===== config.mk =====
export PLATFORM = sky130hd
export DESIGN_NAME = pe_conv_mac_ctrl_conv1_flat
export DESIGN_NICKNAME = d
export VERILOG_FILES = /design/src/rtl/pe_conv1_pkg.sv /design/src/rtl/pe_conv_mac_ctrl_conv1_if.sv /design/src/rtl/conv1_stage_timer.sv /design/src/rtl/pe_conv_mac_ctrl_conv1.sv /design/src/flat_wrapper.sv
export SDC_FILE = /design/constraint.sdc
export NUM_CORES = 1
export LEC_CHECK = 0
export CAP_MARGIN = 10
export CORE_MARGIN = 1.5
export CORE_UTILIZATION = 45
export DETAILED_ROUTE_END_ITERATION = 12
export HOLD_SLACK_MARGIN = 0.1
export MAX_ROUTING_LAYER = met4
export PLACE_DENSITY_LB_ADDON = 0.08
export SYNTH_ARGS = -nofsm -noshare
export SYNTH_HDL_FRONTEND = slang
export SYNTH_HIERARCHICAL = 1
export SYNTH_SLANG_ARGS = --single-unit

===== constraint.sdc =====
create_clock -name clk -period 4.56 [get_ports clk]
set_clock_uncertainty 0.15 [all_clocks]
set_input_delay 0.684 -clock clk [delete_from_list [all_inputs] [get_ports clk]]
set_output_delay 0.684 -clock clk [all_outputs]
set_load 0.05 [all_outputs]

===== src/rtl/pe_conv1_pkg.sv =====
// rtl/pe_conv1_pkg.sv - shared types and default latencies for the conv1 MAC sequencer
// Purpose: state enum and default pipeline latencies shared by the conv1 controller,
//          its bus interface and its stage timer.
package pe_conv1_pkg;

    localparam int CONV1_TAPS         = 9;
    localparam int CONV1_GROUPS       = 3;
    localparam int CONV1_DSP_LAT      = 3;
    localparam int CONV1_ADDER_LAT    = 2;
    localparam int CONV1_DEQUANT_LAT  = 4;
    localparam int CONV1_ACT_LAT      = 1;
    localparam int CONV1_QUANT_LAT    = 36;

    // DRAIN..WAITQ must stay contiguous and in pipeline order: the FSM steps
    // through them by incrementing the encoding.
    typedef enum logic [3:0] {
        S_IDLE,
        S_CLR,
        S_TAP,
        S_DRAIN,
        S_ADD,
        S_MUL,
        S_SUB,
        S_DEQ,
        S_BIAS,
        S_ACT,
        S_QUANT,
        S_WAITQ,
        S_OUT
    } conv1_ctrl_state_e;

endpackage


===== src/rtl/pe_conv_mac_ctrl_conv1_if.sv =====
// rtl/pe_conv_mac_ctrl_conv1_if.sv - control/handshake bundle of the conv1 MAC sequencer
// Purpose: groups every non-clock/reset signal of the sequencer.
// master modport: the sequencer (drives enables, addresses, in_ready, out_valid).
// slave modport : the datapath/line-buffer side (drives start, in_valid, out_ready).
interface pe_conv_mac_ctrl_conv1_if #(
    parameter int pGROUPS      = pe_conv1_pkg::CONV1_GROUPS,
    parameter int pKERNEL_TAPS = pe_conv1_pkg::CONV1_TAPS
) ();
    localparam int GW = $clog2(pGROUPS);
    localparam int KW = $clog2(pGROUPS * pKERNEL_TAPS);

    logic          start;
    logic          busy;
    logic          done;
    logic          in_valid;
    logic          in_ready;
    logic [GW-1:0] in_group;
    logic          clr;
    logic          clr_weight;
    logic          en;
    logic          adder_en;
    logic          adder_en_weight;
    logic          mul_en;
    logic          sub_en;
    logic          dequant_en;
    logic          bias_en;
    logic          act_en;
    logic          quant_en;
    logic [KW-1:0] kernel_addr;
    logic [GW-1:0] bias_addr;
    logic          out_valid;
    logic          out_ready;
    logic [GW-1:0] out_group;
    logic [31:0]   perf_busy_cycles;
    logic [31:0]   perf_stall_cycles;

    modport master (
        input  start, in_valid, out_ready,
        output busy, done, in_ready, in_group, clr, clr_weight, en,
               adder_en, adder_en_weight, mul_en, sub_en, dequant_en, bias_en,
               act_en, quant_en, kernel_addr, bias_addr, out_valid, out_group,
               perf_busy_cycles, perf_stall_cycles
    );

    modport slave (
        output start, in_valid, out_ready,
        input  busy, done, in_ready, in_group, clr, clr_weight, en,
               adder_en, adder_en_weight, mul_en, sub_en, dequant_en, bias_en,
               act_en, quant_en, kernel_addr, bias_addr, out_valid, out_group,
               perf_busy_cycles, perf_stall_cycles
    );

endinterface


===== src/rtl/conv1_stage_timer.sv =====
// rtl/conv1_stage_timer.sv - loadable down-counter timing the fixed-latency pipeline states
// Ports: clk, rst (sync, active-high), load/load_val (preload, value = state length - 1),
//        zero (count has reached 0, i.e. last cycle of the current state).
module conv1_stage_timer #(
    parameter int W = 6
) (
    input  logic         clk,
    input  logic         rst,
    input  logic         load,
    input  logic [W-1:0] load_val,
    output logic         zero
);
    logic [W-1:0] count_q, count_d;

    always_comb begin
        count_d = count_q;
        if (load) begin
            count_d = load_val;
        end else if (count_q != '0) begin
            count_d = count_q - 1'b1;
        end
    end

    always_ff @(posedge clk) begin
        if (rst) begin
            count_q <= '0;
        end else begin
            count_q <= count_d;
        end
    end

    assign zero = (count_q == '0);

endmodule


===== src/rtl/pe_conv_mac_ctrl_conv1.sv =====
// rtl/pe_conv_mac_ctrl_conv1.sv - conv1 MAC datapath sequencer (one pixel, all channel groups)
// Ports: clk, rst (sync, active-high), bus (pe_conv_mac_ctrl_conv1_if.master): start/busy/done,
//        tap handshake in_valid/in_ready, stage enables, kernel/bias addresses,
//        result handshake out_valid/out_ready/out_group, perf counters.
// Optional feature: CONV1_CTRL_PERF_CNT_EN builds the busy/stall counters; otherwise they read 0.
module pe_conv_mac_ctrl_conv1
    import pe_conv1_pkg::*;
#(
    parameter int pKERNEL_TAPS = CONV1_TAPS,
    parameter int pGROUPS      = CONV1_GROUPS,
    parameter int pDSP_LAT     = CONV1_DSP_LAT,
    parameter int pADDER_LAT   = CONV1_ADDER_LAT,
    parameter int pDEQUANT_LAT = CONV1_DEQUANT_LAT,
    parameter int pACT_LAT     = CONV1_ACT_LAT,
    parameter int pQUANT_LAT   = CONV1_QUANT_LAT
) (
    input logic                      clk,
    input logic                      rst,
    pe_conv_mac_ctrl_conv1_if.master bus
);
    localparam int GW  = $clog2(pGROUPS);
    localparam int KW  = $clog2(pGROUPS * pKERNEL_TAPS);
    localparam int TPW = $clog2(pKERNEL_TAPS);
    localparam int TW  = $clog2(pDSP_LAT + pADDER_LAT + pDEQUANT_LAT + pACT_LAT + pQUANT_LAT + 2);

    // Timer preload per state. WAITQ runs one cycle past the divider latency so the
    // divider result is registered before out_valid is raised.
    function automatic logic [TW-1:0] stage_len_m1(input conv1_ctrl_state_e s);
        case (s)
            S_DRAIN: return TW'(pDSP_LAT - 1);
            S_ADD:   return TW'(pADDER_LAT - 1);
            S_DEQ:   return TW'(pDEQUANT_LAT - 1);
            S_ACT:   return TW'(pACT_LAT - 1);
            S_WAITQ: return TW'(pQUANT_LAT);
            default: return '0;
        endcase
    endfunction

    conv1_ctrl_state_e state_q, state_d;
    logic [TPW-1:0] tap_q, tap_d;
    logic [GW-1:0]  group_q, group_d;
    logic [KW-1:0]  kaddr_q, kaddr_d;
    logic done_q, done_d, busy_q, busy_d, in_ready_q, in_ready_d, clr_q, clr_d;
    logic adder_q, adder_d, mul_q, mul_d, sub_q, sub_d, deq_q, deq_d;
    logic bias_q, bias_d, act_q, act_d, quant_q, quant_d, out_valid_q, out_valid_d;
    logic en, tmr_load, tmr_zero;
    logic [TW-1:0] tmr_val;

    assign en = bus.in_valid & in_ready_q;

    conv1_stage_timer #(.W(TW)) u_timer (
        .clk      (clk),
        .rst      (rst),
        .load     (tmr_load),
        .load_val (tmr_val),
        .zero     (tmr_zero)
    );

    always_comb begin
        state_d = state_q;
        tap_d   = tap_q;
        group_d = group_q;
        done_d  = 1'b0;
        case (state_q)
            S_IDLE: begin
                if (bus.start) begin
                    state_d = S_CLR;
                    group_d = '0;
                    tap_d   = '0;
                end
            end
            S_CLR: state_d = S_TAP;
            S_TAP: begin
                if (en) begin
                    if (tap_q == TPW'(pKERNEL_TAPS - 1)) begin
                        tap_d   = '0;
                        state_d = S_DRAIN;
                    end else begin
                        tap_d = tap_q + 1'b1;
                    end
                end
            end
            S_OUT: begin
                if (bus.out_ready) begin
                    if (group_q == GW'(pGROUPS - 1)) begin
                        state_d = S_IDLE;
                        group_d = '0;
                        done_d  = 1'b1;
                    end else begin
                        group_d = group_q + 1'b1;
                        state_d = S_CLR;
                    end
                end
            end
            // DRAIN..WAITQ: fixed-length stages, advance when the timer expires.
            default: begin
                if (tmr_zero) begin
                    state_d = conv1_ctrl_state_e'(state_q + 4'd1);
                end
            end
        endcase

        tmr_load = (state_d != state_q);
        tmr_val  = stage_len_m1(state_d);

        // Outputs are decoded from the next state so they come straight out of flops.
        busy_d      = (state_d != S_IDLE);
        in_ready_d  = (state_d == S_TAP);
        clr_d       = (state_d == S_CLR);
        adder_d     = (state_d == S_ADD);
        mul_d       = (state_d == S_MUL);
        sub_d       = (state_d == S_SUB);
        deq_d       = (state_d == S_DEQ);
        bias_d      = (state_d == S_BIAS);
        act_d       = (state_d == S_ACT);
        quant_d     = (state_d == S_QUANT);
        out_valid_d = (state_d == S_OUT);
        kaddr_d     = KW'(group_d) * KW'(pKERNEL_TAPS) + KW'(tap_d);
    end

    always_ff @(posedge clk) begin
        if (rst) begin
            state_q     <= S_IDLE;
            tap_q       <= '0;
            group_q     <= '0;
            kaddr_q     <= '0;
            done_q      <= 1'b0;
            busy_q      <= 1'b0;
            in_ready_q  <= 1'b0;
            clr_q       <= 1'b0;
            adder_q     <= 1'b0;
            mul_q       <= 1'b0;
            sub_q       <= 1'b0;
            deq_q       <= 1'b0;
            bias_q      <= 1'b0;
            act_q       <= 1'b0;
            quant_q     <= 1'b0;
            out_valid_q <= 1'b0;
        end else begin
            state_q     <= state_d;
            tap_q       <= tap_d;
            group_q     <= group_d;
            kaddr_q     <= kaddr_d;
            done_q      <= done_d;
            busy_q      <= busy_d;
            in_ready_q  <= in_ready_d;
            clr_q       <= clr_d;
            adder_q     <= adder_d;
            mul_q       <= mul_d;
            sub_q       <= sub_d;
            deq_q       <= deq_d;
            bias_q      <= bias_d;
            act_q       <= act_d;
            quant_q     <= quant_d;
            out_valid_q <= out_valid_d;
        end
    end

    assign bus.busy            = busy_q;
    assign bus.done            = done_q;
    assign bus.in_ready        = in_ready_q;
    assign bus.in_group        = group_q;
    assign bus.clr             = clr_q;
    assign bus.clr_weight      = clr_q;
    assign bus.en              = en;
    assign bus.adder_en        = adder_q;
    assign bus.adder_en_weight = adder_q;
    assign bus.mul_en          = mul_q;
    assign bus.sub_en          = sub_q;
    assign bus.dequant_en      = deq_q;
    assign bus.bias_en         = bias_q;
    assign bus.act_en          = act_q;
    assign bus.quant_en        = quant_q;
    assign bus.kernel_addr     = kaddr_q;
    assign bus.bias_addr       = group_q;
    assign bus.out_valid       = out_valid_q;
    assign bus.out_group       = group_q;

`ifdef CONV1_CTRL_PERF_CNT_EN
    logic [31:0] perf_busy_q, perf_busy_d, perf_stall_q, perf_stall_d;
    logic        stall;

    always_comb begin
        stall        = ((state_q == S_TAP) && !bus.in_valid) ||
                       ((state_q == S_OUT) && !bus.out_ready);
        perf_busy_d  = perf_busy_q;
        perf_stall_d = perf_stall_q;
        if (busy_q && (perf_busy_q != '1)) begin
            perf_busy_d = perf_busy_q + 1'b1;
        end
        if (stall && (perf_stall_q != '1)) begin
            perf_stall_d = perf_stall_q + 1'b1;
        end
    end

    always_ff @(posedge clk) begin
        if (rst) begin
            perf_busy_q  <= '0;
            perf_stall_q <= '0;
        end else begin
            perf_busy_q  <= perf_busy_d;
            perf_stall_q <= perf_stall_d;
        end
    end

    assign bus.perf_busy_cycles  = perf_busy_q;
    assign bus.perf_stall_cycles = perf_stall_q;
`else
    assign bus.perf_busy_cycles  = '0;
    assign bus.perf_stall_cycles = '0;
`endif

endmodule


===== src/flat_wrapper.sv =====
// flat-port wrapper written by rule: the top's interface ports become plain ports
module pe_conv_mac_ctrl_conv1_flat import pe_conv1_pkg::*;
#(
    parameter int pKERNEL_TAPS = CONV1_TAPS,
    parameter int pGROUPS      = CONV1_GROUPS,
    parameter int pDSP_LAT     = CONV1_DSP_LAT,
    parameter int pADDER_LAT   = CONV1_ADDER_LAT,
    parameter int pDEQUANT_LAT = CONV1_DEQUANT_LAT,
    parameter int pACT_LAT     = CONV1_ACT_LAT,
    parameter int pQUANT_LAT   = CONV1_QUANT_LAT
)
  (clk, rst, bus_start, bus_in_valid, bus_out_ready, bus_busy, bus_done, bus_in_ready, bus_in_group, bus_clr, bus_clr_weight, bus_en, bus_adder_en, bus_adder_en_weight, bus_mul_en, bus_sub_en, bus_dequant_en, bus_bias_en, bus_act_en, bus_quant_en, bus_kernel_addr, bus_bias_addr, bus_out_valid, bus_out_group, bus_perf_busy_cycles, bus_perf_stall_cycles);
  pe_conv_mac_ctrl_conv1_if #(.pGROUPS(pGROUPS), .pKERNEL_TAPS(pKERNEL_TAPS)) bus_i ();
  input logic clk;
  input logic rst;
  input wire logic [$bits(bus_i.start)-1:0] bus_start;
  input wire logic [$bits(bus_i.in_valid)-1:0] bus_in_valid;
  input wire logic [$bits(bus_i.out_ready)-1:0] bus_out_ready;
  output wire logic [$bits(bus_i.busy)-1:0] bus_busy;
  output wire logic [$bits(bus_i.done)-1:0] bus_done;
  output wire logic [$bits(bus_i.in_ready)-1:0] bus_in_ready;
  output wire logic [$bits(bus_i.in_group)-1:0] bus_in_group;
  output wire logic [$bits(bus_i.clr)-1:0] bus_clr;
  output wire logic [$bits(bus_i.clr_weight)-1:0] bus_clr_weight;
  output wire logic [$bits(bus_i.en)-1:0] bus_en;
  output wire logic [$bits(bus_i.adder_en)-1:0] bus_adder_en;
  output wire logic [$bits(bus_i.adder_en_weight)-1:0] bus_adder_en_weight;
  output wire logic [$bits(bus_i.mul_en)-1:0] bus_mul_en;
  output wire logic [$bits(bus_i.sub_en)-1:0] bus_sub_en;
  output wire logic [$bits(bus_i.dequant_en)-1:0] bus_dequant_en;
  output wire logic [$bits(bus_i.bias_en)-1:0] bus_bias_en;
  output wire logic [$bits(bus_i.act_en)-1:0] bus_act_en;
  output wire logic [$bits(bus_i.quant_en)-1:0] bus_quant_en;
  output wire logic [$bits(bus_i.kernel_addr)-1:0] bus_kernel_addr;
  output wire logic [$bits(bus_i.bias_addr)-1:0] bus_bias_addr;
  output wire logic [$bits(bus_i.out_valid)-1:0] bus_out_valid;
  output wire logic [$bits(bus_i.out_group)-1:0] bus_out_group;
  output wire logic [$bits(bus_i.perf_busy_cycles)-1:0] bus_perf_busy_cycles;
  output wire logic [$bits(bus_i.perf_stall_cycles)-1:0] bus_perf_stall_cycles;
  assign bus_i.start = bus_start;
  assign bus_i.in_valid = bus_in_valid;
  assign bus_i.out_ready = bus_out_ready;
  assign bus_busy = bus_i.busy;
  assign bus_done = bus_i.done;
  assign bus_in_ready = bus_i.in_ready;
  assign bus_in_group = bus_i.in_group;
  assign bus_clr = bus_i.clr;
  assign bus_clr_weight = bus_i.clr_weight;
  assign bus_en = bus_i.en;
  assign bus_adder_en = bus_i.adder_en;
  assign bus_adder_en_weight = bus_i.adder_en_weight;
  assign bus_mul_en = bus_i.mul_en;
  assign bus_sub_en = bus_i.sub_en;
  assign bus_dequant_en = bus_i.dequant_en;
  assign bus_bias_en = bus_i.bias_en;
  assign bus_act_en = bus_i.act_en;
  assign bus_quant_en = bus_i.quant_en;
  assign bus_kernel_addr = bus_i.kernel_addr;
  assign bus_bias_addr = bus_i.bias_addr;
  assign bus_out_valid = bus_i.out_valid;
  assign bus_out_group = bus_i.out_group;
  assign bus_perf_busy_cycles = bus_i.perf_busy_cycles;
  assign bus_perf_stall_cycles = bus_i.perf_stall_cycles;
  pe_conv_mac_ctrl_conv1 #(.pKERNEL_TAPS(pKERNEL_TAPS), .pGROUPS(pGROUPS), .pDSP_LAT(pDSP_LAT), .pADDER_LAT(pADDER_LAT), .pDEQUANT_LAT(pDEQUANT_LAT), .pACT_LAT(pACT_LAT), .pQUANT_LAT(pQUANT_LAT)) u_core (.clk(clk), .rst(rst), .bus(bus_i));
endmodule

=== Word-level counts from Yosys, hierarchy flattened ===
Cells that the tools add are included.

* Output and inout bits: 90
* Register bits: 33
* Input bits: 5
* Logic and storage cells: 69

* Reductions and logical operators: 6
* Add/sub/neg operators: 5
* Bitwise logic cells: 3
* Mux-type cells: 19
* Equal/unequal tests: 18
* Multipliers: 1

{| class="wikitable"
|+ Operator list
! cell !! number
|-
| 4-bit 2-to-1 mux || 8
|-
| 4-bit == test, second input constant || 7
|-
| 6-bit case mux with 4 select lines || 1
|-
| 4-bit by 3-bit == test with 1-bit output, second input constant || 4
|-
| 4-bit case mux with 4 select lines || 1
|-
| 4-bit by 2-bit == test with 1-bit output, second input constant || 3
|-
| 6-bit 2-to-1 mux || 2
|-
| 4-bit by 1-bit adder with 4-bit output, second input constant || 2
|-
| 4-bit by 1-bit == test with 1-bit output, second input constant || 2
|-
| 4-bit case mux with 2 select lines || 1
|-
| 6-bit logical NOT || 1
|-
| 2-bit 2-to-1 mux || 3
|-
| 6-bit nonzero test || 1
|-
| 6-bit by 1-bit subtractor with 6-bit output, second input constant || 1
|-
| 5-bit by 4-bit adder with 5-bit output || 1
|-
| 2-bit by 4-bit multiplier with 5-bit output, second input constant || 1
|-
| 4-bit logical NOT || 1
|-
| 4-bit != test || 1
|-
| 2-bit case mux with 2 select lines || 1
|-
| 4-bit nonzero test || 1
|-
| 3-bit OR reduction || 1
|-
| 2-bit by 1-bit adder with 2-bit output, second input constant || 1
|-
| 2-bit == test, second input constant || 1
|-
| 1-bit 2-to-1 mux || 2
|-
| 3 further kinds || 4
|}

=== Depth between registers and ports, before layout ===
Gate-level depths: netlist of run 1.

* Word-level depth: 7
* Depth in mapped cells: 14
* Mapped depth without buffers: 13

=== Cells and area by module ===
Netlist of run 1, hierarchy kept.

{| class="wikitable"
|+ By module, submodules not included
! module !! area an instance (um^2) !! cells an instance !! sequential area each (um^2) !! instances
|-
| pe_conv_mac_ctrl_conv1 || 2021.9 || 241 || 540.5 || 1
|-
| conv1_stage_timer || 395.4 || 46 || 120.1 || 1
|}

=== Worst setup path before layout of run 1 ===
Ideal clock, no wire load.

* Path type: register to register
* Start point: reg u_core.in_ready_q, in the netlist u_core/bus.in_ready
* End point: reg u_core.kaddr_q[4], in the netlist u_core/bus.kernel_addr[4]
* Required time: 4.282 ns
* Stages on the path, launching flop included: 13
* Buffers on the path: 0
* Clock period less this slack: 3.156 ns
* Arrival time: 2.879 ns
* Setup time: 0.128 ns
* Slack: 1.404 ns
* Cells stage by stage: dfxtp_1 -> nand2_1 -> inv_1 -> nand2_1 -> a311o_1 -> a21oi_1 -> inv_1 -> ha_1 -> a21o_1 -> nand2_1 -> xnor2_1 -> xnor2_1 -> nor2_1

* Cells in the longest elaborated chain, start to end: 4

{| class="wikitable"
|+ RTL lines
! what !! RTL line !! text
|-
| start: declaration || pe_conv_mac_ctrl_conv1.sv:43 || <nowiki>logic done_q, done_d, busy_q, busy_d, in_ready_q, in_ready_d, clr_q, clr_d;</nowiki>
|-
| start signal: assignment || pe_conv_mac_ctrl_conv1.sv:146 || <nowiki>in_ready_q <= in_ready_d;</nowiki>
|-
| 1-bit AND || pe_conv_mac_ctrl_conv1.sv:49 || <nowiki>assign en = bus.in_valid & in_ready_q;</nowiki>
|-
| net bus_en || flat_wrapper.sv:25 || <nowiki>output wire logic [$bits(bus_i.en)-1:0] bus_en;</nowiki>
|-
| 4-bit 2-to-1 mux || pe_conv_mac_ctrl_conv1.sv:74 || <nowiki>if (en) begin</nowiki>
|-
| 4-bit case mux with 2 select lines || pe_conv_mac_ctrl_conv1.sv:64 || <nowiki>case (state_q)</nowiki>
|-
| net u_core.tap_d[2] || pe_conv_mac_ctrl_conv1.sv:40 || <nowiki>logic [TPW-1:0] tap_q, tap_d;</nowiki>
|-
| 5-bit by 4-bit adder with 5-bit output || pe_conv_mac_ctrl_conv1.sv:118 || <nowiki>kaddr_d = KW'(group_d) * KW'(pKERNEL_TAPS) + KW'(tap_d);</nowiki>
|-
| end signal: assignment || pe_conv_mac_ctrl_conv1.sv:143 || <nowiki>kaddr_q <= kaddr_d;</nowiki>
|-
| end: declaration || pe_conv_mac_ctrl_conv1.sv:42 || <nowiki>logic [KW-1:0] kaddr_q, kaddr_d;</nowiki>
|}

The timed path passes the listed nets, and every way through them passes these cells.
A chain may end at the register's enable or synchronous reset.

=== Final worst setup path of run 1 ===
* Start point: reg u_core.state_q[1]
* End point: reg u_core.u_timer.count_q[1]

* Elaborated cells between the ends (all ways): 19
* Those cells by class: add/sub: 1; eq/ne: 8; mux: 8; reduce/logical: 2

{| class="wikitable"
|+ RTL lines
! what !! RTL line !! text
|-
| start: declaration || pe_conv_mac_ctrl_conv1.sv:39 || <nowiki>conv1_ctrl_state_e state_q, state_d;</nowiki>
|-
| start signal: assignment || pe_conv_mac_ctrl_conv1.sv:140 || <nowiki>state_q <= state_d;</nowiki>
|-
| 4-bit by 1-bit adder with 4-bit output or 4-bit 2-to-1 mux (tied branches) || pe_conv_mac_ctrl_conv1.sv:98, pe_conv_mac_ctrl_conv1.sv:75 ||
|-
| 4-bit 2-to-1 mux (on tied branches) || pe_conv_mac_ctrl_conv1.sv:97, pe_conv_mac_ctrl_conv1.sv:74 ||
|-
| 4-bit case mux with 4 select lines || pe_conv_mac_ctrl_conv1.sv:64 ||
|-
| 4-bit != test * || pe_conv_mac_ctrl_conv1.sv:103 || <nowiki>tmr_load = (state_d != state_q);</nowiki>
|-
| net u_core.tmr_load || pe_conv_mac_ctrl_conv1.sv:46 || <nowiki>logic en, tmr_load, tmr_zero;</nowiki>
|-
| 6-bit 2-to-1 mux or 2-bit nonzero test (tied branches) || - ||
|-
| end signal: assignment || conv1_stage_timer.sv:28 || <nowiki>count_q <= count_d;</nowiki>
|-
| end: declaration || conv1_stage_timer.sv:13 || <nowiki>logic [W-1:0] count_q, count_d;</nowiki>
|}

Mark *: on every way through the listed nets, which the timed path passes. The rest lies on a longest branch.

==> impl_summary.md, run 1 <==
Synth
The biggest area contributor in the post-synthesis netlist is dfxtp_1. The share of synthesized area in the top cell type comes to 0.273. In the post-synthesis netlist, the biggest area contributors are dfxtp_1 (27%), buf_4 (22%), ha_1 (6.7%).

In the synthesized netlist, the number of instances is 287. The mean instance size in the synthesized netlist is between 8 and 9 um^2. For this run, the number of Yosys warnings is 6. The synthesized netlist occupies a cell area of 0.00242 mm^2. The fraction of synthesis flops using an asynchronous set or reset pin is 0.

In the synthesized netlist the dominant register cell turns out to be dfxtp_1. Yosys mapped a number of flops with a built-in enable equal to 0. The flip-flop and latch count after synthesis is 33. Yosys mapped the design onto 56 distinct sky130hd cell types. The sequential element share of the synthesized area is 0.273.

Clock tree
The TritonCTS clock tree is done. The clock sink total is 33. In this run the clock root is driven by a clkbuf_8.

The total clock buffers created by CTS is 5. For the worst-skew pair, the clock arrives at the later sink with an insertion delay of 0.28 ns. The total of cells resized after clock tree synthesis is 0. In this run, post-CTS hold repair placed 0 buffers. The clock-pin slew of the registers on the worst-case setup and hold paths is 0.07 ns.

The number of levels in the clock H-tree is 2. In this run the post-CTS setup repair buffer count came out at 0. The largest buffer count on any clock path is 2.

Route
The detailed router's first-iteration violation count is 99. The number of nets still failing antenna checks after routing is 0. Using the TritonRoute via totals, the vias-per-cell ratio works out to 4.66.

The remaining design rule violation count is 0. The first detailed-routing pass took 5 iterations. The routed wire length is 4330 um. The number of vias after detailed routing is 1,779. The average detailed-routed wire length per instance is 11.3 um.

Worst hold path
Along the worst hold path, the cell count comes to 2. The startpoint of the worst hold path is u_core/u_timer/count_q[5]. The endpoint of the worst hold-timing path is u_core/u_timer/count_q[5].

The tightest min-delay check is of the flip-flop to flip-flop type.

Timing
The count of pins over their slew limit is 0. The fmax is 287 MHz. The worst path in the final design needs a cycle of 3.49 ns, including I/O delays and setup. Setup repair after global routing left no endpoint under its margin. The tightest slew margin relative to the limit is 0.270. Adding up every negative setup slack in the final design gives 0 ns. The post-route clock period utilization is 0.765. The final count of hold timing violations is 0. The slew of the pin with the lowest slew margin is 1.09 ns.

The count of final setup violators is 0. Hold timing on the final database bottoms out at a slack of 0.363 ns.

Power and ir drop
The maximum vdd drop is ~0.24 mV. The leakage power is 1.09 nW. The total power divided by cell area is 547 mW/mm^2.

Die
The die is 76.3 um wide. For this configuration, the core starts out at a cell density of 0.470. The number of placement rows is 26. The top-level port count is 95. The height of the chip is 76.3 um. The die covers 0.00582 mm^2. The core area is 0.00514 mm^2.

Global routing
The number of global-route vias before repair came to 1,463. The maximum number of pins on one net before global-route repair is 32. The first-pass GRT wire length is 6980 um. The combined global-route utilization of all metal layers is 0.152. The initial antenna violation count is 0. After global routing the overflow that remains totals 0.

Critical path
The most prevalent standard cell on the critical path is or3_1. For the worst setup path, the data arrival time is approximately 3.5 ns. The largest driver fanout on the critical path is 13. Traced cell by cell, the critical path runs through inv_1, ha_1, nand3_1, nor2_1, or3_1, o2111ai_1, or4_1, or3_1, o221ai_1. In this run the worst setup path begins at u_core/state_q[1]. For the worst setup path, the data required time is 4.60 ns. The critical path start-end classification is flip-flop to flip-flop. For this run, the slowest stage of the critical path takes roughly 0.75 ns. In this run the critical register-to-register path is captured at u_core/u_timer/count_q[1]. The launch point of the worst reg-to-reg path is u_core/state_q[1]. STA classifies the critical path endpoint as a flip-flop. The worst setup slack for register-to-register paths is approximately 1.1 ns. The cell with the biggest individual delay on the critical path is or4_1. The cell count of the worst reg-to-reg path is 9. STA classifies the critical path startpoint as a flip-flop.

Outcome
The flow ran to the end, and the final reports show no timing, DRC or antenna violations.

Placement
The count of buffers from port buffering is 30. The HPWL after detailed placement is 3230 um. At the end of routability-driven placement, the weighted congestion stood at 0.845.

Layout
The area growth from synthesis to layout is 6.31%. The share of final-layout standard cells stronger than drive strength 1 is 0.0641. At the end of the flow, the number of nets in the layout was 330. The number of antenna diodes in the final layout is 0.

Job
The max-cap violation count is 0.
==> worst max path at each step <==
stage | end | slack [ns] | depth (start not counted)
6_report | u_core/u_timer/count_q[1] | 1.07 | 9
5_1_grt | u_core/u_timer/count_q[1] | 0.78 | 9
4_1_cts | u_core/u_timer/count_q[1] | 1.09 | 9
3_5_place_dp | u_core/u_timer/count_q[1] | 1.00 | 8
3_3_place_gp | u_core/u_timer/count_q[1] | 1.01 | 8
2_1_floorplan | u_core/bus.kernel_addr[4] | 1.40 | 12
==> report_power, final <==
part	internal [mW]	switching, mW
logic	0.279	0.539
clock network	0.105	0.110
registers	0.328	0.0450
==> placed cells by master, fill, tap and decap left out, types with 2 or more instances in the layout <==
cell type         n
conb_1           66
dfxtp_1          33
clkdlybuf4s50_1  30
nor2_1           27
nand2_1          17
inv_1            13
ha_1             13
a21oi_1           9
xnor2_1           9
nor2b_1           9
nor3_1            6
nand3_1           6
clkbuf_8          5
o21ai_0           4
o221ai_1          4
nand2b_1          3
a21o_1            3
or3_1             3
nor3b_1           3
clkinv_2          2
nand3b_1          2
mux2i_1           2
nand4_1           2
o21a_1            2
a22o_1            2
a211o_1           2
o31ai_1           2
nor4_1            2
nor4b_1           2
xor2_1            2
o22ai_1           2
==> area by class of cell <==
cell class,count,area [um^2]
multi-input cells,228,1390
fillers,533,2570
inverters,13,48.8
repair buffers,30,300
flip-flops and latches,33,661
clock buffers,5,68.8
clock inverters,3,17.5
well taps,70,87.6
==> registers in the layout, indices dropped and copies added, names as in the netlist <==
name                    count
u_core/bus.act_en           1
u_core/bus.adder_en         1
u_core/bus.bias_addr        2
u_core/bus.bias_en          1
u_core/bus.busy             1
u_core/bus.clr              1
u_core/bus.dequant_en       1
u_core/bus.done             1
u_core/bus.in_ready         1
u_core/bus.kernel_addr      5
u_core/bus.mul_en           1
u_core/bus.out_valid        1
u_core/bus.quant_en         1
u_core/bus.sub_en           1
u_core/state_q              4
u_core/tap_q                4
u_core/u_timer/count_q      6
==> synthesized netlist by cell type, types with 2 or more instances <==
| cell | n |
|---|---|
| buf_4 | 70 |
| dfxtp_1 | 33 |
| nor2_1 | 27 |
| nand2_1 | 17 |
| ha_1 | 13 |
| inv_1 | 13 |
| a21oi_1 | 9 |
| nor2b_1 | 9 |
| xnor2_1 | 9 |
| nand3_1 | 6 |
| nor3_1 | 6 |
| clkbuf_1 | 5 |
| o21ai_0 | 4 |
| o221ai_1 | 4 |
| a21o_1 | 3 |
| nand2b_1 | 3 |
| nor3b_1 | 3 |
| or3_1 | 3 |
| a211o_1 | 2 |
| a22o_1 | 2 |
| buf_2 | 2 |
| mux2i_1 | 2 |
| nand3b_1 | 2 |
| nand4_1 | 2 |
| nor4_1 | 2 |
| nor4b_1 | 2 |
| o21a_1 | 2 |
| o22ai_1 | 2 |
| o31ai_1 | 2 |
| xor2_1 | 2 |
==> metrics by stage <==
stage,setup slack (ns),utilization,instances,power (mW),area (um^2)
finish,1.07,0.500,382,1.41,2570
global route,0.780,0.500,382,1.50,2570
CTS,1.09,0.500,382,1.41,2570
detailed placement,1.00,0.483,374,1.18,2480
global placement,1.01,0.483,374,1.19,2480
floorplan,1.40,-,352,1.10,2660
==> cell families after synthesis <==
family,after synthesis,synth area share
adder cells (fa/ha/maj),14,0.0756
AND/OR/NAND/NOR,91,0.201
other,1,0.00155
multiplexers,3,0.0129
buffers and inverters,91,0.254
flip-flops,33,0.273
AO/OA/AOI/OAI,43,0.142
XOR/XNOR,11,0.0399
==> layer usage <==
metal	up-vias	global-route usage	part of all wire
met4	0	0.0444	0.011
met2	78	0.215	0.41
met5	-	-	0
met1	815	0.216	0.51
li1	882	-	-
met3	4	0.0311	0.069
==> critical path, delay by kind of cell (launching register included) <==
family / cells / cell delay [ns]
AO/OA/AOI/OAI: 2 / 0.27
adder cells (fa/ha/maj): 1 / 0.34
buffers and inverters: 1 / 0.16
flip-flops: 1 / 0.38
AND/OR/NAND/NOR: 5 / 2.11
Note: power is estimated with default switching activity, not from simulation.
==> run 2: changes to the inputs <==
--- a/config.mk
+++ b/config.mk
@@ -7,7 +7,7 @@
 export LEC_CHECK = 0
 export CAP_MARGIN = 10
 export CORE_MARGIN = 1.5
-export CORE_UTILIZATION = 45
+export CORE_UTILIZATION = 40
 export DETAILED_ROUTE_END_ITERATION = 12
 export HOLD_SLACK_MARGIN = 0.1
 export MAX_ROUTING_LAYER = met4
==> constraint.sdc (replaced) <==
create_clock -name clk -period 2.9 [get_ports clk]
set_clock_uncertainty 0.15 [all_clocks]
set_input_delay 0.435 -clock clk [delete_from_list [all_inputs] [get_ports clk]]
set_output_delay 0.435 -clock clk [all_outputs]
set_load 0.05 [all_outputs]
==> impl_summary.md, run 2 (synthesis results as in run 1) <==
Global routing
met2 is the most crowded layer. The fraction of met1 tracks used by global routing is 0.194 (-0.0223). The number of global-route vias before repair came to 1,628 (+11%).

The met3 demand-to-capacity share in global routing is 0.0281 (-0.00305). The initial antenna violation count came to 0 (unchanged). The first-pass GRT wire length came to 7390 um (+5.8%).

The combined global-route utilization of all metal layers is 0.152 (+0.000839). The met2 track demand over resource in global routing was 0.241 (+0.0260). The maximum number of pins on one net before global-route repair is 18 (-44%). The global-route congestion overflow total came to 0 (unchanged).

Worst hold path
The startpoint of the worst hold path is u_core/u_timer/count_q[5]. The hold path depth is 2 (unchanged). The type of the tightest min-delay check is flip-flop to flip-flop.

Clock tree
The post-cts hold buffer count came to 0 (unchanged). The TritonCTS clock tree is done. The clock root buffer is clkbuf_8.

The clock-pin slew of the registers on the worst-case setup and hold paths was 0.07 ns (about the same). The clock latency on the worst-skew pair is 0.29 ns (about the same). The clock sink total is 33 (unchanged). The number of levels in the clock H-tree is 2 (unchanged).

The total clock buffers created by CTS came to 5 (unchanged). The largest buffer count on any clock path is 2 (unchanged).

Layout
The area of the multi-input gates is 0.00147 mm^2 (+5.8%). The final-layout fill cell count is 566 (+6.2%). The number of antenna diodes is 0 (unchanged).

The share of final-layout standard cells stronger than drive strength 1 was 0.217 (+0.153). The register area is 666 um^2 (+0.76%). Leaving out fill and tap cells, the most frequent cell in the layout is conb_1. The number of flip-flops under the largest register name came to 6 (unchanged). The layout net count is 368 (+12%). The area growth from synthesis to layout is 24.1%.

The top cell types in the final layout, fill and taps aside, are conb_1 (66), buf_4 (38), clkdlybuf4s50_1 (29), dfxtp_1 (29), nor2_1 (26). The register with the most flip-flops in the final layout is u_core/u_timer/count_q. The post-route core utilization was 0.510 (+0.00957).

Placement
The placed wire-length estimate is 3590 um (+11%). The worst-case setup slack after placement is -0.140 ns (-1.14 ns). The placer's final routability congestion estimate is 0.836 (-1.0%). The count of buffers from port buffering is 30 (unchanged).

Power and ir drop
The total power divided by cell area is 912 mW/mm^2 (+67%). The maximum vdd drop is 0.521 mV (+110%). The leakage power is 1.31 nW (+19%). The total power is 2.73 mW (+94%).

Route
The number of vias after detailed routing is 1,850 (+4.0%). The average detailed-routed wire length per instance is 11.0 um (-3.4%). The ratio of routed vias to standard cells is 4.35 (-6.5%). The count of TritonRoute iterations in the first routing pass is 4 (-1). The remaining design rule violation count was 0 (unchanged). The number of nets still failing antenna checks after routing is 0 (unchanged). The routed wire length is 4660 um (+7.5%). The detailed router's first-iteration violation count is 42 (-58%).

Timing
The post-route clock period utilization came to 0.956 (+0.191). The final count of hold timing violations is 0 (unchanged). The fmax was 361 MHz (+26%). The tightest slew margin relative to the limit is 0.559 (+0.289). Setup repair after global routing could not meet its margin everywhere.

The slew of the pin with the lowest slew margin is 0.659 ns (-0.432 ns). The setup total negative slack is 0 ns (unchanged). The final critical path time including I/O delays and setup was 2.77 ns (-0.715 ns). The count of pins over their slew limit is 0 (unchanged). The worst-case setup margin in the final layout is 0.129 ns (-0.945 ns).

The count of final setup violators is 0 (unchanged).

Critical path
The worst register-to-register path begins at u_core/state_q[1]. The critical path is of the flip-flop to flip-flop type. The largest driver fanout on the critical path is 4 (-9). The critical path capture point is u_core/u_timer/count_q[1]. In this run the critical register-to-register path is captured at u_core/u_timer/count_q[1]. The worst setup slack for register-to-register paths is 0.13 ns (-0.94 ns). The element type at the critical path end is a flip-flop. The cell count of the worst reg-to-reg path is 10 (+1). The startpoint type of the worst setup path is a flip-flop. The data required time at the worst endpoint is 2.95 ns (-1.65 ns). The startpoint of the most critical setup path is u_core/state_q[1]. The endpoint arrival time on the critical path is 2.82 ns (-0.70 ns).

Die
The overall die area is 0.00652 mm^2 (+12%). The number of placement rows is 28 (+7.7%). The initial standard-cell utilization of the core is 0.411 (-0.0596). The top-level port count is 95 (unchanged). The height of the chip is 80.7 um (+5.8%). The width of the die is 80.7 um (+5.8%). The core area is 0.00589 mm^2 (+15%).

Job
The max-cap violation count came to 0 (unchanged).

Outcome
The run finished with clean final reports.
==> run 2: cell types whose count changed in the layout (fill, tap and decap cells not counted), sizes merged <==
| cell | before | now |
|---|---|---|
| buf | 0 | 39 |
| bufinv | 0 | 2 |
| clkdlybuf4s50 | 30 | 29 |
| clkinv | 2 | 1 |
| inv | 13 | 12 |
==> run 2: critical path, stage by stage (launching register included) <==
cell      delay, ns
dfxtp_2        0.34
inv_1          0.10
buf_4          0.12
ha_1           0.18
nor3_2         0.08
o21a_4         0.21
o41ai_4        0.40
xnor2_1        0.10
or4_4          0.44
or3_1          0.40
o221ai_2       0.16
==> run 2: how the worst min path moves through the flow <==
stage                                end  slack [ns]
2_1_floorplan  u_core/u_timer/count_q[5]        0.33
3_3_place_gp   u_core/u_timer/count_q[5]        0.35
3_5_place_dp   u_core/u_timer/count_q[5]        0.36
4_1_cts        u_core/u_timer/count_q[5]        0.36
5_1_grt        u_core/u_timer/count_q[5]        0.39
6_report       u_core/u_timer/count_q[5]        0.37
==> run 2: routing by layer <==
metal,wire [um],vias up
met4,76,0
li1,-,953
met2,2030,72
met5,0,-
met3,269,6
met1,2280,819
==> run 2: through the flow <==
| stage | hold WS (ns) | std cells | area (um^2) |
|---|---|---|---|
| 2_1_floorplan | 0.326 | 352 | 2700 |
| 3_3_place_gp | 0.348 | 416 | 2800 |
| 3_5_place_dp | 0.356 | 416 | 2800 |
| 4_1_cts | 0.364 | 424 | 2940 |
| 5_1_grt | 0.388 | 425 | 3000 |
| 6_report | 0.368 | 425 | 3000 |
==> run 2: what timing repair did <==
item	CTS	global route
setup endpoints to repair	4	9
gates resized for setup	1	12
pin swaps	1	3
buffers inserted	0	1
gates cloned	0	0
==> run 2: layout make-up <==
class                   instances  share of cell area
multi-input cells             228               0.489
flip-flops and latches         33               0.222
repair buffers                 68               0.196
well taps                      75              0.0313
clock buffers                   5              0.0229
clock inverters                 3              0.0217
inverters                      13              0.0175
==> run 2: power breakdown <==
part	internal (mW)	leakage [nW]	switching, mW	total [mW]
clock network	0.341	0.0681	0.175	0.516
registers	0.521	0.269	0.0500	0.571
logic	0.704	0.969	0.942	1.65
